[src/rtl/decode_issue.sv]
// -----------------------------------------------------------------------------
// decode_issue
//   Decode/issue stage that sits directly in front of the register file.
//   One instruction per cycle is accepted into an instruction register (IR).
//   The IR drives the register-file read addresses, is checked against a
//   32-entry busy scoreboard of in-flight destinations, and is then issued
//   into a one-entry output register for the execute stage.
//
// Ports
//   clk, reset_n            clock, asynchronous active-low reset
//   in_valid/in_ready       upstream handshake; instr + pc_in are captured
//   read_address1/2         register-file read ports (rs / rt of the IR)
//   out_valid/out_ready     downstream handshake for the issued instruction
//   out_pc/opcode/funct     decoded fields of the issued instruction
//   out_write_address/_enable  destination register and its write flag
//   out_imm                 sign-extended instr[15:0]
//   wb_valid/wb_address     writeback retiring a destination (clears busy)
//   stall_count             saturating count of cycles spent stalled
// -----------------------------------------------------------------------------
module decode_issue #(
  parameter int unsigned DATA_W       = 32,
  parameter int unsigned ADDR_W       = 5,
  parameter int unsigned PC_W         = 16,
  parameter int unsigned NUM_READABLE = 24
) (
  input  logic              clk,
  input  logic              reset_n,
  input  logic              in_valid,
  output logic              in_ready,
  input  logic [DATA_W-1:0] instr,
  input  logic [PC_W-1:0]   pc_in,
  output logic [ADDR_W-1:0] read_address1,
  output logic [ADDR_W-1:0] read_address2,
  output logic              out_valid,
  input  logic              out_ready,
  output logic [PC_W-1:0]   out_pc,
  output logic [5:0]        out_opcode,
  output logic [5:0]        out_funct,
  output logic [ADDR_W-1:0] out_write_address,
  output logic              out_write_enable,
  output logic [DATA_W-1:0] out_imm,
  input  logic              wb_valid,
  input  logic [ADDR_W-1:0] wb_address,
  output logic [15:0]       stall_count
);

  localparam int unsigned NUM_REGS = 2 ** ADDR_W;

  // IR state encoding
  localparam logic [1:0] S_EMPTY  = 2'd0;
  localparam logic [1:0] S_DECODE = 2'd1;
  localparam logic [1:0] S_STALL  = 2'd2;

  // Opcodes with special source/destination usage
  localparam logic [5:0] OP_RTYPE = 6'h00;
  localparam logic [5:0] OP_JUMP  = 6'h02;
  localparam logic [5:0] OP_BEQ   = 6'h04;
  localparam logic [5:0] OP_BNE   = 6'h05;
  localparam logic [5:0] OP_STORE = 6'h2b;

  // ---------------------------------------------------------------------------
  // State
  // ---------------------------------------------------------------------------
  logic [1:0]          r_state;
  logic [DATA_W-1:0]   r_ir;
  logic [PC_W-1:0]     r_ir_pc;
  logic [NUM_REGS-1:0] r_busy;
  logic [15:0]         r_stall_cnt;

  logic                r_out_valid;
  logic [PC_W-1:0]     r_out_pc;
  logic [5:0]          r_out_opcode;
  logic [5:0]          r_out_funct;
  logic [ADDR_W-1:0]   r_out_wa;
  logic                r_out_we;
  logic [DATA_W-1:0]   r_out_imm;

  // ---------------------------------------------------------------------------
  // Decode of the IR
  // ---------------------------------------------------------------------------
  logic [5:0]          w_opcode;
  logic [ADDR_W-1:0]   w_rs;
  logic [ADDR_W-1:0]   w_rt;
  logic [ADDR_W-1:0]   w_rd;
  logic                w_use_rs;
  logic                w_use_rt;
  logic [ADDR_W-1:0]   w_dest;
  logic                w_we;
  logic [DATA_W-1:0]   w_imm;

  assign w_opcode = r_ir[31:26];
  assign w_rs     = r_ir[25:21];
  assign w_rt     = r_ir[20:16];
  assign w_rd     = r_ir[15:11];
  assign w_imm    = {{(DATA_W-16){r_ir[15]}}, r_ir[15:0]};

  always_comb begin
    w_use_rs = 1'b1;
    w_use_rt = 1'b0;
    w_dest   = '0;
    case (w_opcode)
      OP_RTYPE: begin
        w_use_rt = 1'b1;
        w_dest   = w_rd;
      end
      OP_STORE, OP_BEQ, OP_BNE: begin
        w_use_rt = 1'b1;
      end
      OP_JUMP: begin
        w_use_rs = 1'b0;
      end
      default: begin
        w_dest = w_rt;
      end
    endcase
  end

  // r0 is a hard zero: writing it is a no-op, so it never becomes busy.
  assign w_we = (w_dest != '0);

  // ---------------------------------------------------------------------------
  // Hazard detection against the registered busy vector (no bypass: a
  // writeback in this cycle only releases the stall on the next cycle).
  // Sources at or above NUM_READABLE read as zero and cannot hazard.
  // ---------------------------------------------------------------------------
  logic w_rs_readable;
  logic w_rt_readable;
  logic w_hazard;
  logic w_ir_valid;
  logic w_out_free;
  logic w_issue;
  logic w_load;

  assign w_rs_readable = (32'(w_rs) < NUM_READABLE);
  assign w_rt_readable = (32'(w_rt) < NUM_READABLE);

  assign w_hazard = (w_use_rs && w_rs_readable && r_busy[w_rs]) ||
                    (w_use_rt && w_rt_readable && r_busy[w_rt]) ||
                    (w_we && r_busy[w_dest]);

  assign w_ir_valid = (r_state != S_EMPTY);
  // Output register can take a new instruction if empty or draining now.
  assign w_out_free = !r_out_valid || out_ready;
  assign w_issue    = w_ir_valid && w_out_free && !w_hazard;

  // Accepting while issuing gives back-to-back throughput of one per cycle.
  assign in_ready = (r_state == S_EMPTY) || w_issue;
  assign w_load   = in_valid && in_ready;

  assign read_address1 = w_ir_valid ? w_rs : '0;
  assign read_address2 = w_ir_valid ? w_rt : '0;

  // ---------------------------------------------------------------------------
  // IR state machine
  // ---------------------------------------------------------------------------
  logic [1:0] w_state_nxt;

  always_comb begin
    w_state_nxt = r_state;
    if (r_state == S_EMPTY || w_issue) begin
      w_state_nxt = w_load ? S_DECODE : S_EMPTY;
    end else begin
      // Holding an instruction that could not issue this cycle.
      w_state_nxt = S_STALL;
    end
  end

  always_ff @(posedge clk or negedge reset_n) begin
    if (!reset_n) begin
      r_state <= S_EMPTY;
      r_ir    <= '0;
      r_ir_pc <= '0;
    end else begin
      r_state <= w_state_nxt;
      if (w_load) begin
        r_ir    <= instr;
        r_ir_pc <= pc_in;
      end
    end
  end

  always_ff @(posedge clk or negedge reset_n) begin
    if (!reset_n) begin
      r_stall_cnt <= '0;
    end else if (r_state == S_STALL && r_stall_cnt != 16'hFFFF) begin
      r_stall_cnt <= r_stall_cnt + 16'd1;
    end
  end

  // ---------------------------------------------------------------------------
  // Busy scoreboard. Clear from writeback is applied first so that a set of
  // the same register in the same cycle wins.
  // ---------------------------------------------------------------------------
  logic [NUM_REGS-1:0] w_busy_nxt;

  always_comb begin
    w_busy_nxt = r_busy;
    if (wb_valid) w_busy_nxt[wb_address] = 1'b0;
    if (w_issue && w_we) w_busy_nxt[w_dest] = 1'b1;
    w_busy_nxt[0] = 1'b0;
  end

  always_ff @(posedge clk or negedge reset_n) begin
    if (!reset_n) r_busy <= '0;
    else          r_busy <= w_busy_nxt;
  end

  // ---------------------------------------------------------------------------
  // Output register: fields are only written on issue so they stay stable
  // while out_valid waits for out_ready.
  // ---------------------------------------------------------------------------
  always_ff @(posedge clk or negedge reset_n) begin
    if (!reset_n) begin
      r_out_valid  <= 1'b0;
      r_out_pc     <= '0;
      r_out_opcode <= '0;
      r_out_funct  <= '0;
      r_out_wa     <= '0;
      r_out_we     <= 1'b0;
      r_out_imm    <= '0;
    end else if (w_issue) begin
      r_out_valid  <= 1'b1;
      r_out_pc     <= r_ir_pc;
      r_out_opcode <= w_opcode;
      r_out_funct  <= r_ir[5:0];
      r_out_wa     <= w_dest;
      r_out_we     <= w_we;
      r_out_imm    <= w_imm;
    end else if (out_ready) begin
      r_out_valid  <= 1'b0;
    end
  end

  assign out_valid         = r_out_valid;
  assign out_pc            = r_out_pc;
  assign out_opcode        = r_out_opcode;
  assign out_funct         = r_out_funct;
  assign out_write_address = r_out_wa;
  assign out_write_enable  = r_out_we;
  assign out_imm           = r_out_imm;
  assign stall_count       = r_stall_cnt;

endmodule

[config.mk]
export PLATFORM = sky130hd
export DESIGN_NAME = decode_issue
export DESIGN_NICKNAME = d
export VERILOG_FILES = /design/src/rtl/decode_issue.sv
export SDC_FILE = /design/constraint.sdc
export NUM_CORES = 1
export LEC_CHECK = 0
export ABC_CLOCK_PERIOD_IN_PS = 11050
export BUFFER_PORTS_ARGS = -buffer_cell sky130_fd_sc_hd__buf_2
export CAP_MARGIN = 40
export CORE_MARGIN = 4
export CORE_UTILIZATION = 45
export CTS_BUF_LIST = sky130_fd_sc_hd__clkbuf_2
export DETAILED_ROUTE_END_ITERATION = 8
export PLACE_DENSITY = 0.69
export SLEW_MARGIN = 40
export SYNTH_ARGS = -nofsm -noshare
export SYNTH_HDL_FRONTEND = slang
export SYNTH_SLANG_ARGS = --single-unit
[constraint.sdc]
create_clock -name clk -period 11.05 [get_ports clk]
set_input_delay 2.21 -clock clk [delete_from_list [all_inputs] [get_ports clk]]
set_output_delay 2.21 -clock clk [all_outputs]
set_load 0.02 [all_outputs]
Word level (Yosys, flattened, before mapping):

Cells that the tools add are included.

* add/subtract/negate cells: 1
* bitwise logic cells: 3
* equal/unequal tests: 6
* reductions and logical operators: 25
* muxes and demuxes: 21
* magnitude comparators: 8

Operators with widths (count)
* 32-bit 2-to-1 mux: 2
* 32-bit bitwise AND: 1
* 32-bit NOT: 1
* 32-bit bitwise OR: 1
* 5-bit by 6-bit less-than comparator with 1-bit output, second input constant: 4
* 16-bit by 1-bit adder with 16-bit output, second input constant: 1
* 16-bit != test, second input constant: 1
* 1-bit binary-select mux with 5-bit select: 3
* 6-bit by 3-bit == test with 1-bit output, second input constant: 2
* 1-bit logical AND: 12
* 1-bit demux with 5-bit select: 2
* 5-bit by 1-bit >= comparator with 1-bit output, second input constant: 2
* 5-bit less-than comparator, second input constant: 2
* 1-bit 2-to-1 mux: 10
* 5-bit 2-to-1 mux: 2
* 5-bit case mux with 2 select lines: 1
* 4-bit OR reduction: 2
* 6-bit by 2-bit == test with 1-bit output, second input constant: 1
* 6-bit == test, second input constant: 1
* 6-bit logical NOT: 1
* 5-bit nonzero test: 1
* 1-bit logical OR: 4
* 2-bit nonzero test: 2
* 2-bit == test, second input constant: 1
* 3 further kinds: 4

* input bits: 58
* output and inout port bits: 94
* bits in registers: 148

Depth between registers and ports, before layout:

Gate-level depths: netlist of the first run.

* depth after elaboration: 13
* mapped depth: 14
* depth with buffers taken out: 10

Worst setup path before layout of the first run:

OpenSTA, ideal clock, no wires.

* kind: input port to output port
* from: input port out_ready
* to: output port in_ready
* data arrival time: 3623 ps
* cell stages on the path: 7
* required time: 8840 ps
* slack: 5217 ps
* path through: nand2b_1 -> o21ai_0 -> a311oi_1 -> clkbuf_1 -> o21ai_4 -> buf_4 -> o21ai_0

* word-level cells in the longest chain between the ends: 4

Ends and longest elaborated chain
* from (decl): RTL line 35 `input logic out_ready,`
* 1-bit logical OR: RTL line 143 `assign w_out_free = !r_out_valid || out_ready;`
* 1-bit logical AND (2 in a row): RTL line 144 `assign w_issue = w_ir_valid && w_out_free && !w_hazard;`
* 1-bit logical OR: RTL line 147 `assign in_ready = (r_state == S_EMPTY) || w_issue;`
* to (decl): RTL line 29 `output logic in_ready,`

No other way between the ends.

Worst setup path after layout of the first run:

* from: register r_ir[26]
* to: output port in_ready

* word-level cells in the longest chain between the ends: 10

Ends and longest elaborated chain
* from (decl): RTL line 65 `logic [DATA_W-1:0] r_ir;`
* from (signal assigned): RTL line 176 `r_ir <= instr;`
* 6-bit by 2-bit == test with 1-bit output (tied with other cells): RTL line 101 `case (w_opcode)`
* 4-bit OR reduction (no line)
* 5-bit case mux with 2 select lines or 1-bit 2-to-1 mux (tied branches): RTL line 101
* 1-bit binary-select mux with 5-bit select or 1-bit logical AND (tied branches): RTL line 139, 138
* 1-bit 2-to-1 mux (implied by the code) or 1-bit logical AND (tied branches): RTL line 139, 138
* 1-bit logical AND or 1-bit logical OR (tied branches): RTL line 139, 137
* 1-bit logical OR (*): RTL line 138 `(w_use_rt && w_rt_readable && r_busy[w_rt]) ||`
* 1-bit logical NOT (*): RTL line 144
* 1-bit logical AND (*): RTL line 144
* 1-bit logical OR (*): RTL line 147

Mark *: on every way between the ends. The rest lies on a longest branch, timed or not. The select of a mux whose other input is x is not followed.

==> flow_results.xml, run 1 <==
<?xml version="1.0" encoding="UTF-8"?>
<metrics>
  <group name="outcome">
    <metric name="status" unit="">completed</metric>
  </group>
  <group name="timing">
    <metric name="setup-tns-final" unit="ns">0</metric>
    <metric name="min_period" unit="ns">6.500</metric>
    <metric name="max-slew-margin-rel" unit="%">49.77</metric>
    <metric name="fin_crit_sh" unit="%">58.82</metric>
    <metric name="max_slew.worst_pin.slew" unit="ns">0.7501</metric>
    <metric name="final.setup_skew" unit="ns">0.03704</metric>
    <metric name="fmax" unit="MHz">153.9</metric>
    <metric name="report.final.setup_viol" unit="">0</metric>
    <metric name="setup_repair_after_global_routing_missed_its_margin" unit="">false</metric>
    <metric name="hold_viol" unit="">0</metric>
    <metric name="fin_max_slew_vios" unit="">0</metric>
  </group>
  <group name="power">
    <metric name="internal_power" unit="uW">1549</metric>
    <metric name="power.share.combinational" unit="%">56.0</metric>
    <metric name="power_switching" unit="uW">1463</metric>
    <metric name="power_leakage" unit="uW">0.003976</metric>
    <metric name="power.share.switching" unit="%">48.57</metric>
    <metric name="worst_ir_drop_vdd" unit="mV">0.2303</metric>
    <metric name="sequential_power_share" unit="%">33.6</metric>
    <metric name="clkPwrFrac" unit="%">10.5</metric>
    <metric name="p_per_area" unit="nW/um^2">355.6</metric>
  </group>
  <group name="route">
    <metric name="wl_per_cell" unit="um">19.22</metric>
    <metric name="drtAntennaViolNets" unit="">0</metric>
    <metric name="detailedRoute.firstPassIterationCount" unit="">5</metric>
    <metric name="routed_via_density" unit="">5.866</metric>
    <metric name="routed_wirelength" unit="mm">19.72</metric>
    <metric name="vias" unit="">6019</metric>
    <metric name="first_iter_violations" unit="">514</metric>
    <metric name="drcViolationCount" unit="">0</metric>
  </group>
  <group name="global_routing">
    <metric name="top_usage_layer" unit="">met2</metric>
    <metric name="met1_usage" unit="%">30.34</metric>
    <metric name="grtUsageTotal" unit="%">21.10</metric>
    <metric name="first_global_vias" unit="">5595</metric>
    <metric name="initial_antenna_violation_count" unit="">0</metric>
    <metric name="grt_start_max_net_pins" unit="">96</metric>
    <metric name="grt_use_met3" unit="%">4.310</metric>
    <metric name="globalRouteMet2Util" unit="%">31.43</metric>
    <metric name="grt_first_pass_wirelength" unit="mm">30.87</metric>
    <metric name="grt_overflow" unit="">0</metric>
  </group>
  <group name="worst_setup_path">
    <metric name="worstSetupStartpointType" unit="">flop</metric>
    <metric name="crit_path_max_fanout" unit="">55</metric>
    <metric name="crit_required" unit="ns">8.84</metric>
    <metric name="r2r_setup_slack" unit="ns">6.71</metric>
    <metric name="timing_worst_setup_path_type" unit="">flop to primary output</metric>
    <metric name="critical_path.endpoint_type" unit="">primary output</metric>
    <metric name="crit_arrival" unit="ns">4.29</metric>
  </group>
  <group name="logic_synthesis">
    <metric name="synthesis.area" unit="sq um">7537</metric>
    <metric name="yosysSeqAreaShare" unit="%">47.14</metric>
    <metric name="dominantRegCellSynth" unit="">sky130_fd_sc_hd__dfrtp_1</metric>
    <metric name="yosys_register_bits" unit="">142</metric>
    <metric name="synth.area.top_cells" unit="">sky130_fd_sc_hd__dfrtp_1 47%, sky130_fd_sc_hd__a221o_1 7.2%, sky130_fd_sc_hd__mux2_2 6.1%, sky130_fd_sc_hd__and3_1 4.3%, sky130_fd_sc_hd__o21ai_0 4.2%</metric>
    <metric name="synth_cell_types" unit="">60</metric>
    <metric name="syn-mean-instance-area" unit="sq um">10.99</metric>
    <metric name="synth-edff-count" unit="">0</metric>
    <metric name="synth_async_sr_flop_share" unit="%">100.0</metric>
    <metric name="yosysWarnings" unit="">0</metric>
    <metric name="largest_area_contributor_in_the_netlist" unit="">sky130_fd_sc_hd__dfrtp_1</metric>
    <metric name="synth_largest_type_area_fraction" unit="%">47.14</metric>
    <metric name="syn_nets" unit="">745</metric>
    <metric name="synth_cells" unit="">686</metric>
  </group>
  <group name="finish">
    <metric name="area.growth.synth_to_final" unit="%">12.35</metric>
    <metric name="drive_gt1_share" unit="%">31.51</metric>
    <metric name="antenna_cells" unit="">0</metric>
    <metric name="stdcell_count" unit="">1026</metric>
    <metric name="finish.net_count" unit="">852</metric>
    <metric name="postLayoutCoreUtil" unit="%">51.25</metric>
  </group>
  <group name="min_path">
    <metric name="hold_path_class" unit="">flop to flop</metric>
  </group>
  <group name="floorplan">
    <metric name="ioPinCount" unit="">152</metric>
    <metric name="initial_core_util" unit="%">45.61</metric>
    <metric name="die_area" unit="sq um">18880</metric>
    <metric name="floorplan.die.width" unit="um">137.4</metric>
    <metric name="chipHeight" unit="um">137.4</metric>
    <metric name="fp.coreArea" unit="sq um">16520</metric>
    <metric name="row_count" unit="">47</metric>
  </group>
  <group name="clocking">
    <metric name="gates_resized_cts_repair" unit="">0</metric>
    <metric name="hold_buffer_count_at_cts" unit="">0</metric>
    <metric name="clk_root_buffer_cell" unit="">sky130_fd_sc_hd__clkbuf_2</metric>
    <metric name="clock_latency_on_the_worst_skew_pair" unit="ns">0.74</metric>
    <metric name="tritoncts" unit="">built</metric>
    <metric name="cts.clk_slew.worst_paths" unit="ns">0.25</metric>
    <metric name="cts_setup_buffers" unit="">0</metric>
    <metric name="max-clock-path-buffers" unit="">2</metric>
    <metric name="cts_max_level" unit="">4</metric>
    <metric name="clock_sink_count" unit="">142</metric>
    <metric name="cts_buffers" unit="">17</metric>
  </group>
  <group name="placement">
    <metric name="number_of_buffer_cells_added_on_primary_ports" unit="">151</metric>
    <metric name="rd_place_congestion" unit="">0.9894</metric>
    <metric name="dpl.cell_count" unit="">994</metric>
    <metric name="hpwlAfterDp" unit="mm">13.63</metric>
  </group>
  <group name="job">
    <metric name="drv.max_cap_violation_count" unit="">0</metric>
  </group>
</metrics>
power groups by stage:
stage,logic [uW],registers [uW],clock network (uW)
floorplan,1290,1020,0
global placement,1670,1020,0
detailed placement,1690,1020,0
CTS,1690,1010,327
global route,1830,1050,349
finish,1690,1010,315
final cells by class:
cell class | count | area [sq um]
sequential | 142 | 3553
timing repair buffer | 157 | 810.8
tap | 220 | 275.3
multi-input combinational | 466 | 3548
inverter | 9 | 33.78
clock buffer | 17 | 85.08
fill | 1527 | 8056
clock inverter | 15 | 161.4
worst max-delay path, cell delays in order (launching register included):
cell                       delay, ns
sky130_fd_sc_hd__dfrtp_1        0.51
sky130_fd_sc_hd__or3_1          0.42
sky130_fd_sc_hd__a21o_1         0.25
sky130_fd_sc_hd__a21oi_2        0.42
sky130_fd_sc_hd__o21ai_2        0.28
sky130_fd_sc_hd__mux2_2         0.31
sky130_fd_sc_hd__a211oi_1       0.06
sky130_fd_sc_hd__or4b_1         0.53
sky130_fd_sc_hd__buf_4          0.30
sky130_fd_sc_hd__o21ai_4        0.18
sky130_fd_sc_hd__o21ai_0        0.11
sky130_fd_sc_hd__buf_2          0.17
logic make-up (layout without fill, tap and decap cells):
| group | Yosys count | in the layout | synth area share [%] |
|---|---|---|---|
| AOI/OAI and AO/OA | 181 | 181 | 18.38 |
| xor gates and xnor gates | 14 | 14 | 1.627 |
| buffers and inverters | 78 | 198 | 6.042 |
| adders and majority gates | 1 | 1 | 0.1660 |
| DFF | 142 | 142 | 47.14 |
| muxes | 67 | 67 | 11.35 |
| and+or+nand+nor | 203 | 203 | 15.29 |
synthesized netlist by cell type, types with 7 or more instances:
master / number
sky130_fd_sc_hd__nand4_1: 7
sky130_fd_sc_hd__and3_1: 52
sky130_fd_sc_hd__a221o_1: 54
sky130_fd_sc_hd__mux4_2: 10
sky130_fd_sc_hd__nand2_1: 29
sky130_fd_sc_hd__mux2_1: 7
sky130_fd_sc_hd__and2_1: 49
sky130_fd_sc_hd__mux2i_1: 9
sky130_fd_sc_hd__nor2_1: 20
sky130_fd_sc_hd__buf_4: 24
sky130_fd_sc_hd__buf_6: 8
sky130_fd_sc_hd__nand3_1: 10
sky130_fd_sc_hd__clkbuf_1: 26
sky130_fd_sc_hd__xnor2_1: 11
sky130_fd_sc_hd__buf_2: 10
sky130_fd_sc_hd__o21a_1: 8
sky130_fd_sc_hd__o21ai_0: 64
sky130_fd_sc_hd__dfrtp_1: 142
sky130_fd_sc_hd__mux2_2: 41
sky130_fd_sc_hd__nor3_1: 8
sky130_fd_sc_hd__nand3b_1: 7
sky130_fd_sc_hd__inv_1: 9
flip-flops by register name, indices dropped and copies added (netlist names):
name,cells
out_valid,1
out_write_address,5
stall_count,16
r_ir_pc,16
out_pc,16
out_opcode,6
out_imm,16
r_ir,32
out_write_enable,1
r_busy,31
r_state,2
per-layer routing:
layer | vias to the layer above | wire (um)
met1 | 2961 | 9117
met5 | - | 0
met2 | 240 | 9007
met4 | 0 | 362
li1 | 2785 | -
met3 | 33 | 1230
path summary, 6_finish.rpt:
path,from,end,depth (start not counted)
setup / recovery,r_ir[26]$_DFFE_PN0P_,in_ready,11
hold reg to reg,stall_count[9]$_DFFE_PN0P_,stall_count[9]$_DFFE_PN0P_,1
hold / removal,stall_count[9]$_DFFE_PN0P_,stall_count[9]$_DFFE_PN0P_,1
min in group asynchronous,reset_n,stall_count[15]$_DFFE_PN0P_,1
max in group asynchronous,reset_n,r_busy[3]$_DFF_PN0_,2
setup reg to reg,r_ir[26]$_DFFE_PN0P_,out_opcode[0]$_DFFE_PN0P_,11
cell usage in the layout (no fill, tap or decap), drive strengths merged, types with 6 or more instances in the layout:
| cell type | n |
|---|---|
| mux4 | 10 |
| o21a | 8 |
| xnor2 | 11 |
| o211ai | 6 |
| clkbuf | 17 |
| inv | 20 |
| nand3b | 7 |
| buf | 157 |
| and3 | 52 |
| nor2b | 6 |
| a221o | 54 |
| mux2i | 9 |
| and2 | 50 |
| o31ai | 7 |
| nor2 | 20 |
| a21oi | 8 |
| mux2 | 48 |
| nand4 | 7 |
| nand2 | 29 |
| nand3 | 10 |
| nor3 | 8 |
| o21ai | 67 |
| dfrtp | 142 |
through the flow:
step / area [sq um] / total power (uW) / worst slack, ns / hold WS (ns)
6_report: 8468 / 3012 / 4.550 / 0.4974
5_1_grt: 8468 / 3224 / 4.177 / 0.5379
4_1_cts: 8468 / 3026 / 4.474 / 0.5032
3_5_place_dp: 8222 / 2709 / 5.089 / 0.4775
3_3_place_gp: 8215 / 2690 / 5.090 / 0.4680
2_1_floorplan: 7537 / 2312 / 5.217 / 0.4586
No activity file was read; power rests on OpenSTA's default activity.
==> inputs of run 2 (changes only) <==
ABC_CLOCK_PERIOD_IN_PS = 6400   (was 11050)
clock period = 6.4 ns   (was 11.05 ns; I/O delays follow)
==> run 2 against run 1 <==
Against the previous run:
- combinational power rose by 72%
- highest routed layer unchanged
- critical path type unchanged
- largest power group unchanged
- worst hold slack lost 0.0079 ns
- register-to-register slack worse by 4.8 ns
==> flow_results.xml, run 2 (synthesized netlist as in run 1, its figures left out) <==
<?xml version="1.0" encoding="UTF-8"?>
<metrics>
  <group name="outcome">
    <metric name="status" unit="">completed</metric>
  </group>
  <group name="clocking">
    <metric name="cts_buffers" unit="">17</metric>
    <metric name="gates_resized_cts_repair" unit="">0</metric>
    <metric name="clock_latency_on_the_worst_skew_pair" unit="ns">0.74</metric>
    <metric name="tritoncts" unit="">built</metric>
    <metric name="clk_root_buffer_cell" unit="">sky130_fd_sc_hd__clkbuf_2</metric>
    <metric name="max-clock-path-buffers" unit="">2</metric>
    <metric name="cts.clk_slew.worst_paths" unit="ns">0.22</metric>
    <metric name="hold_buffer_count_at_cts" unit="">0</metric>
    <metric name="clock_sink_count" unit="">142</metric>
    <metric name="cts_max_level" unit="">4</metric>
    <metric name="cts_setup_buffers" unit="">0</metric>
  </group>
  <group name="finish">
    <metric name="area.growth.synth_to_final" unit="%">12.37</metric>
    <metric name="largest_reg_flops" unit="">32</metric>
    <metric name="regMostFlops" unit="">r_ir</metric>
    <metric name="finish.net_count" unit="">853</metric>
    <metric name="layout_commonest_cell" unit="">sky130_fd_sc_hd__buf_2</metric>
    <metric name="drive_gt1_share" unit="%">31.35</metric>
    <metric name="fillerInstances" unit="">1532</metric>
    <metric name="multiInputGateArea" unit="sq um">3546</metric>
    <metric name="reg.largest.list" unit="">r_ir x32, r_busy x31</metric>
    <metric name="layout_common_cells" unit="">150 x sky130_fd_sc_hd__buf_2, 142 x sky130_fd_sc_hd__dfrtp_1, 64 x sky130_fd_sc_hd__o21ai_0, 54 x sky130_fd_sc_hd__a221o_1, 52 x sky130_fd_sc_hd__and3_1</metric>
    <metric name="register_area" unit="sq um">3553</metric>
    <metric name="final_cell_area" unit="sq um">8469</metric>
  </group>
  <group name="job">
    <metric name="drv.max_cap_violation_count" unit="">0</metric>
  </group>
  <group name="timing">
    <metric name="setup_repair_after_global_routing_missed_its_margin" unit="">false</metric>
    <metric name="fin_max_slew_vios" unit="">0</metric>
    <metric name="final_critical_path_setup_slack" unit="ns">0.9287</metric>
    <metric name="hold_viol" unit="">0</metric>
    <metric name="report.final.setup_viol" unit="">0</metric>
    <metric name="max_slew.worst_pin.slew" unit="ns">0.7930</metric>
    <metric name="fin_crit_sh" unit="%">85.49</metric>
    <metric name="fmax" unit="MHz">182.8</metric>
    <metric name="final.setup_skew" unit="ns">0.04633</metric>
    <metric name="min_period" unit="ns">5.471</metric>
    <metric name="setup-tns-final" unit="ns">0</metric>
    <metric name="max-slew-margin-rel" unit="%">47.08</metric>
  </group>
  <group name="floorplan">
    <metric name="chipHeight" unit="um">137.4</metric>
    <metric name="die_area" unit="sq um">18880</metric>
    <metric name="fp.coreArea" unit="sq um">16520</metric>
    <metric name="floorplan.die.width" unit="um">137.4</metric>
    <metric name="row_count" unit="">47</metric>
    <metric name="initial_core_util" unit="%">45.61</metric>
    <metric name="ioPinCount" unit="">152</metric>
  </group>
  <group name="worst_setup_path">
    <metric name="crit_path_max_fanout" unit="">55</metric>
    <metric name="timing_worst_setup_path_type" unit="">flop to primary output</metric>
    <metric name="cpPeakStageDelay" unit="ns">0.53</metric>
    <metric name="critical_path.reg2reg.endpoint" unit="">r_ir[31]$_DFFE_PN0P_</metric>
    <metric name="critical_path.endpoint_type" unit="">primary output</metric>
    <metric name="number_of_cells_traversed_by_the_worst_register_to_register_path" unit="">11</metric>
    <metric name="critical_path_top_delay_cell" unit="">sky130_fd_sc_hd__or4b_1</metric>
    <metric name="crit_arrival" unit="ns">4.19</metric>
    <metric name="crit_required" unit="ns">5.12</metric>
    <metric name="r2r_setup_slack" unit="ns">1.89</metric>
    <metric name="worstSetupStartpointType" unit="">flop</metric>
    <metric name="worstPathCellList" unit="">or3_1 -&gt; a21o_1 -&gt; a21oi_2 -&gt; o21ai_2 -&gt; mux2_2 -&gt; a211oi_1 -&gt; or4b_1 -&gt; buf_4 -&gt; o21ai_4 -&gt; o21ai_0 -&gt; buf_2</metric>
    <metric name="crit-reg2reg-launch" unit="">r_ir[29]$_DFFE_PN0P_</metric>
  </group>
  <group name="min_path">
    <metric name="hold_path_class" unit="">flop to flop</metric>
    <metric name="worstHoldPathCells" unit="">1</metric>
    <metric name="min_to" unit="">out_imm[6]$_DFFE_PN0P_</metric>
    <metric name="hold_path_startpoint" unit="">r_ir[6]$_DFFE_PN0P_</metric>
  </group>
  <group name="placement">
    <metric name="rd_place_congestion" unit="">0.9518</metric>
    <metric name="number_of_buffer_cells_added_on_primary_ports" unit="">151</metric>
    <metric name="hpwlAfterDp" unit="mm">13.88</metric>
    <metric name="preCtsSetupSlack" unit="ns">1.715</metric>
    <metric name="postPlaceCellArea" unit="sq um">8223</metric>
  </group>
  <group name="global_routing">
    <metric name="grtUsageTotal" unit="%">21.62</metric>
    <metric name="first_global_vias" unit="">5721</metric>
    <metric name="grt_start_max_net_pins" unit="">84</metric>
    <metric name="grt_overflow" unit="">0</metric>
    <metric name="initial_antenna_violation_count" unit="">1</metric>
    <metric name="grt_first_pass_wirelength" unit="mm">31.55</metric>
  </group>
  <group name="route">
    <metric name="drcViolationCount" unit="">0</metric>
    <metric name="first_iter_violations" unit="">482</metric>
    <metric name="routed_wirelength" unit="mm">20.10</metric>
    <metric name="wl_per_cell" unit="um">19.56</metric>
    <metric name="detailedRoute.firstPassIterationCount" unit="">5</metric>
    <metric name="drtAntennaViolNets" unit="">0</metric>
    <metric name="vias" unit="">6028</metric>
    <metric name="routed_via_density" unit="">5.864</metric>
  </group>
  <group name="power">
    <metric name="p_per_area" unit="nW/um^2">613.8</metric>
    <metric name="power_leakage" unit="uW">0.003977</metric>
    <metric name="worst_ir_drop_vdd" unit="mV">0.3364</metric>
  </group>
</metrics>
run 2: through the flow:
stage	hold slack, ns	instances	total power [uW]	util [%]
floorplan	0.4586	686	3993	-
global placement	0.4702	995	4640	49.76
detailed placement	0.4777	995	4685	49.76
CTS	0.4864	1027	5218	51.20
global route	0.5025	1028	5559	51.25
finish	0.4895	1028	5199	51.25
run 2: how the worst max path moves through the flow:
stage                                     from       end  slack, ns
after floorplan           r_ir[26]$_DFFE_PN0P_  in_ready       1.91
after global placement    r_ir[26]$_DFFE_PN0P_  in_ready       1.81
after detailed placement  r_ir[26]$_DFFE_PN0P_  in_ready       1.72
after CTS                 r_ir[26]$_DFFE_PN0P_  in_ready       0.85
after global routing      r_ir[27]$_DFFE_PN0P_  in_ready       0.55
final                     r_ir[29]$_DFFE_PN0P_  in_ready       0.93
run 2: worst max-delay path, delay by kind of cell, from the launching register on:
kind | cells | cell delay [ns]
AOI/OAI and AO/OA | 6 | 1.27
buffers and inverters | 2 | 0.47
DFF | 1 | 0.50
muxes | 1 | 0.30
and+or+nand+nor | 2 | 0.93
run 2: routing by layer:
| layer | part of all wire [%] | up-vias | global-route usage (%) | routed length (um) |
|---|---|---|---|---|
| met4 | 1.3 | 0 | 7.206 | 258 |
| met1 | 45 | 2948 | 31.27 | 9135 |
| met2 | 46 | 280 | 32.51 | 9302 |
| met5 | 0 | - | 0 | 0 |
| met3 | 7.0 | 24 | 4.419 | 1406 |
| li1 | - | 2776 | - | - |
run 2: cell type report:
class / count / share of cell area, %
diodes: 1 / 0.02955
clock buffers: 17 / 1.005
clock inverters: 15 / 1.802
inverters: 9 / 0.3989
multi-input cells: 466 / 41.87
flip-flops and latches: 142 / 41.96
well taps: 220 / 3.250
repair buffers: 158 / 9.691
run 2: where the power goes:
group / internal [uW] / switching (uW) / total (uW)
combinational: 1200 / 1710 / 2910
clock: 156 / 369 / 524
sequential: 1320 / 448 / 1760
total: 2670 / 2530 / 5200
==> inputs of run 3 (changes only) <==
CORE_ASPECT_RATIO = 0.8   (was not set)
==> run 3 against run 2 <==
Against the previous run:
- worst setup slack lost 0.071 ns
- core utilization grew 0.16 points
- critical path depth is the same
- count of clock-buffer cells in the layout grew 1
- non-clock buffer count shrank 1
- first-iteration DRC count grew 25%
==> flow_results.xml, run 3 (synthesized netlist as in run 1, its figures left out) <==
<?xml version="1.0" encoding="UTF-8"?>
<metrics>
  <group name="route">
    <metric name="routed_via_density" unit="">5.934</metric>
    <metric name="drcViolationCount" unit="">0</metric>
    <metric name="routed_wirelength" unit="mm">21.07</metric>
    <metric name="drtAntennaViolNets" unit="">0</metric>
    <metric name="wl_per_cell" unit="um">20.52</metric>
    <metric name="first_iter_violations" unit="">604</metric>
    <metric name="vias" unit="">6094</metric>
    <metric name="detailedRoute.firstPassIterationCount" unit="">5</metric>
  </group>
  <group name="clocking">
    <metric name="max-clock-path-buffers" unit="">2</metric>
    <metric name="tritoncts" unit="">built</metric>
    <metric name="cts_buffers" unit="">17</metric>
    <metric name="cts.clk_slew.worst_paths" unit="ns">0.20</metric>
    <metric name="hold_buffer_count_at_cts" unit="">0</metric>
    <metric name="gates_resized_cts_repair" unit="">0</metric>
    <metric name="clock_sink_count" unit="">142</metric>
    <metric name="clock_latency_on_the_worst_skew_pair" unit="ns">0.75</metric>
    <metric name="cts_setup_buffers" unit="">0</metric>
    <metric name="cts_max_level" unit="">4</metric>
    <metric name="clk_root_buffer_cell" unit="">sky130_fd_sc_hd__clkbuf_2</metric>
  </group>
  <group name="power">
    <metric name="power_leakage" unit="uW">0.003981</metric>
    <metric name="worst_ir_drop_vdd" unit="mV">0.3371</metric>
    <metric name="power.share.combinational" unit="%">56.1</metric>
    <metric name="p_per_area" unit="nW/um^2">626.6</metric>
    <metric name="power.share.switching" unit="%">48.50</metric>
    <metric name="internal_power" unit="uW">2738</metric>
    <metric name="clkPwrFrac" unit="%">10.7</metric>
    <metric name="sequential_power_share" unit="%">33.2</metric>
    <metric name="power_switching" unit="uW">2578</metric>
  </group>
  <group name="finish">
    <metric name="fillerInstances" unit="">1508</metric>
    <metric name="largest_reg_flops" unit="">32</metric>
    <metric name="layout_common_cells" unit="">150 x sky130_fd_sc_hd__buf_2, 142 x sky130_fd_sc_hd__dfrtp_1, 64 x sky130_fd_sc_hd__o21ai_0, 54 x sky130_fd_sc_hd__a221o_1, 52 x sky130_fd_sc_hd__and3_1</metric>
    <metric name="drive_gt1_share" unit="%">31.51</metric>
    <metric name="layout_commonest_cell" unit="">sky130_fd_sc_hd__buf_2</metric>
    <metric name="regMostFlops" unit="">r_ir</metric>
    <metric name="finish.net_count" unit="">852</metric>
    <metric name="area.growth.synth_to_final" unit="%">12.57</metric>
    <metric name="reg.largest.list" unit="">r_ir x32, r_busy x31</metric>
  </group>
  <group name="timing">
    <metric name="final_critical_path_setup_slack" unit="ns">0.8573</metric>
    <metric name="max_slew.worst_pin.slew" unit="ns">0.8502</metric>
    <metric name="setup-tns-final" unit="ns">0</metric>
    <metric name="fmax" unit="MHz">180.4</metric>
    <metric name="min_period" unit="ns">5.543</metric>
    <metric name="report.final.setup_viol" unit="">0</metric>
    <metric name="fin_max_slew_vios" unit="">0</metric>
    <metric name="setup_repair_after_global_routing_missed_its_margin" unit="">false</metric>
    <metric name="final.setup_skew" unit="ns">0.04042</metric>
    <metric name="fin_crit_sh" unit="%">86.60</metric>
    <metric name="max-slew-margin-rel" unit="%">43.07</metric>
    <metric name="hold_viol" unit="">0</metric>
  </group>
  <group name="floorplan">
    <metric name="initial_core_util" unit="%">45.68</metric>
    <metric name="floorplan.die.width" unit="um">152.7</metric>
    <metric name="row_count" unit="">42</metric>
    <metric name="die_area" unit="sq um">18900</metric>
    <metric name="chipHeight" unit="um">123.8</metric>
    <metric name="fp.coreArea" unit="sq um">16500</metric>
    <metric name="ioPinCount" unit="">152</metric>
  </group>
  <group name="worst_setup_path">
    <metric name="crit_arrival" unit="ns">4.26</metric>
    <metric name="crit_path_max_fanout" unit="">55</metric>
    <metric name="crit_required" unit="ns">5.12</metric>
    <metric name="number_of_cells_traversed_by_the_worst_register_to_register_path" unit="">11</metric>
    <metric name="timing_worst_setup_path_type" unit="">flop to primary output</metric>
    <metric name="critical_path.endpoint_type" unit="">primary output</metric>
    <metric name="worstSetupStartpointType" unit="">flop</metric>
  </group>
  <group name="min_path">
    <metric name="hold_path_class" unit="">flop to flop</metric>
    <metric name="worstHoldPathCells" unit="">1</metric>
  </group>
  <group name="job">
    <metric name="drv.max_cap_violation_count" unit="">0</metric>
  </group>
  <group name="global_routing">
    <metric name="grtUsageTotal" unit="%">21.92</metric>
    <metric name="grt_first_pass_wirelength" unit="mm">32.66</metric>
    <metric name="grt_overflow" unit="">0</metric>
    <metric name="first_global_vias" unit="">5702</metric>
    <metric name="grt_start_max_net_pins" unit="">96</metric>
    <metric name="initial_antenna_violation_count" unit="">1</metric>
  </group>
  <group name="outcome">
    <metric name="status" unit="">completed</metric>
  </group>
  <group name="placement">
    <metric name="hpwlAfterDp" unit="mm">14.31</metric>
    <metric name="number_of_buffer_cells_added_on_primary_ports" unit="">151</metric>
    <metric name="preCtsSetupSlack" unit="ns">1.699</metric>
    <metric name="rd_place_congestion" unit="">0.9784</metric>
  </group>
</metrics>
==> run 3: area by class of cell <==
cell class / count / area [sq um] / area share (%)
repair buffers: 157 / 810.8 / 9.556
well taps: 220 / 275.3 / 3.244
clock inverters: 14 / 165.2 / 1.947
diodes: 1 / 2.502 / 0.02949
inverters: 9 / 33.78 / 0.3982
multi-input cells: 466 / 3553 / 41.88
flip-flops and latches: 142 / 3553 / 41.88
clock buffers: 18 / 90.09 / 1.062
==> run 3: worst paths after layout <==
| path | from | to | slack, ns |
|---|---|---|---|
| hold reg to reg | stall_count[9]$_DFFE_PN0P_ | stall_count[9]$_DFFE_PN0P_ | 0.51 |
| hold / removal | stall_count[9]$_DFFE_PN0P_ | stall_count[9]$_DFFE_PN0P_ | 0.51 |
| max in group asynchronous | reset_n | out_opcode[4]$_DFFE_PN0P_ | 4.76 |
| setup / recovery | r_ir[26]$_DFFE_PN0P_ | in_ready | 0.86 |
| setup reg to reg | r_ir[26]$_DFFE_PN0P_ | out_opcode[1]$_DFFE_PN0P_ | 2.09 |
| min in group asynchronous | reset_n | r_ir_pc[3]$_DFFE_PN0P_ | 0.53 |
==> run 3: layer usage <==
| metal | part of all wire, % | global-route usage, % |
|---|---|---|
| met5 | 0 | 0 |
| met2 | 41 | 30.14 |
| met4 | 1.8 | 7.902 |
| met3 | 8.9 | 4.759 |
| met1 | 48 | 33.88 |
==> run 3: power groups by stage <==
stage / clock network (uW) / logic (uW) / registers [uW]
global placement: 0 / 2940 / 1770
global route: 613 / 3210 / 1810
detailed placement: 0 / 2970 / 1770
CTS: 578 / 2980 / 1750
floorplan: 0 / 2230 / 1760
finish: 568 / 2980 / 1770
==> run 3: worst max-delay path, cell delays in order, from the launching register on <==
cell and delay (ns):
sky130_fd_sc_hd__dfrtp_1 0.49, sky130_fd_sc_hd__or3_1 0.43, sky130_fd_sc_hd__a21o_1 0.25, sky130_fd_sc_hd__a21oi_2 0.40
sky130_fd_sc_hd__o21ai_2 0.25, sky130_fd_sc_hd__mux2_2 0.29, sky130_fd_sc_hd__a221oi_1 0.07, sky130_fd_sc_hd__or4b_1 0.51
sky130_fd_sc_hd__buf_4 0.29, sky130_fd_sc_hd__o21ai_4 0.19, sky130_fd_sc_hd__o21ai_0 0.13, sky130_fd_sc_hd__buf_2 0.18
==> run 3: per-stage QoR <==
stage	utilization (%)	instances	hold slack, ns	total power [uW]	area (sq um)
after CTS	51.40	1026	0.4856	5306	8482
after detailed placement	49.86	994	0.4825	4742	8227
final	51.42	1027	0.5082	5316	8484
after global routing	51.42	1027	0.5251	5633	8484
after floorplan	-	686	0.4586	3993	7537
after global placement	49.80	994	0.4718	4704	8217
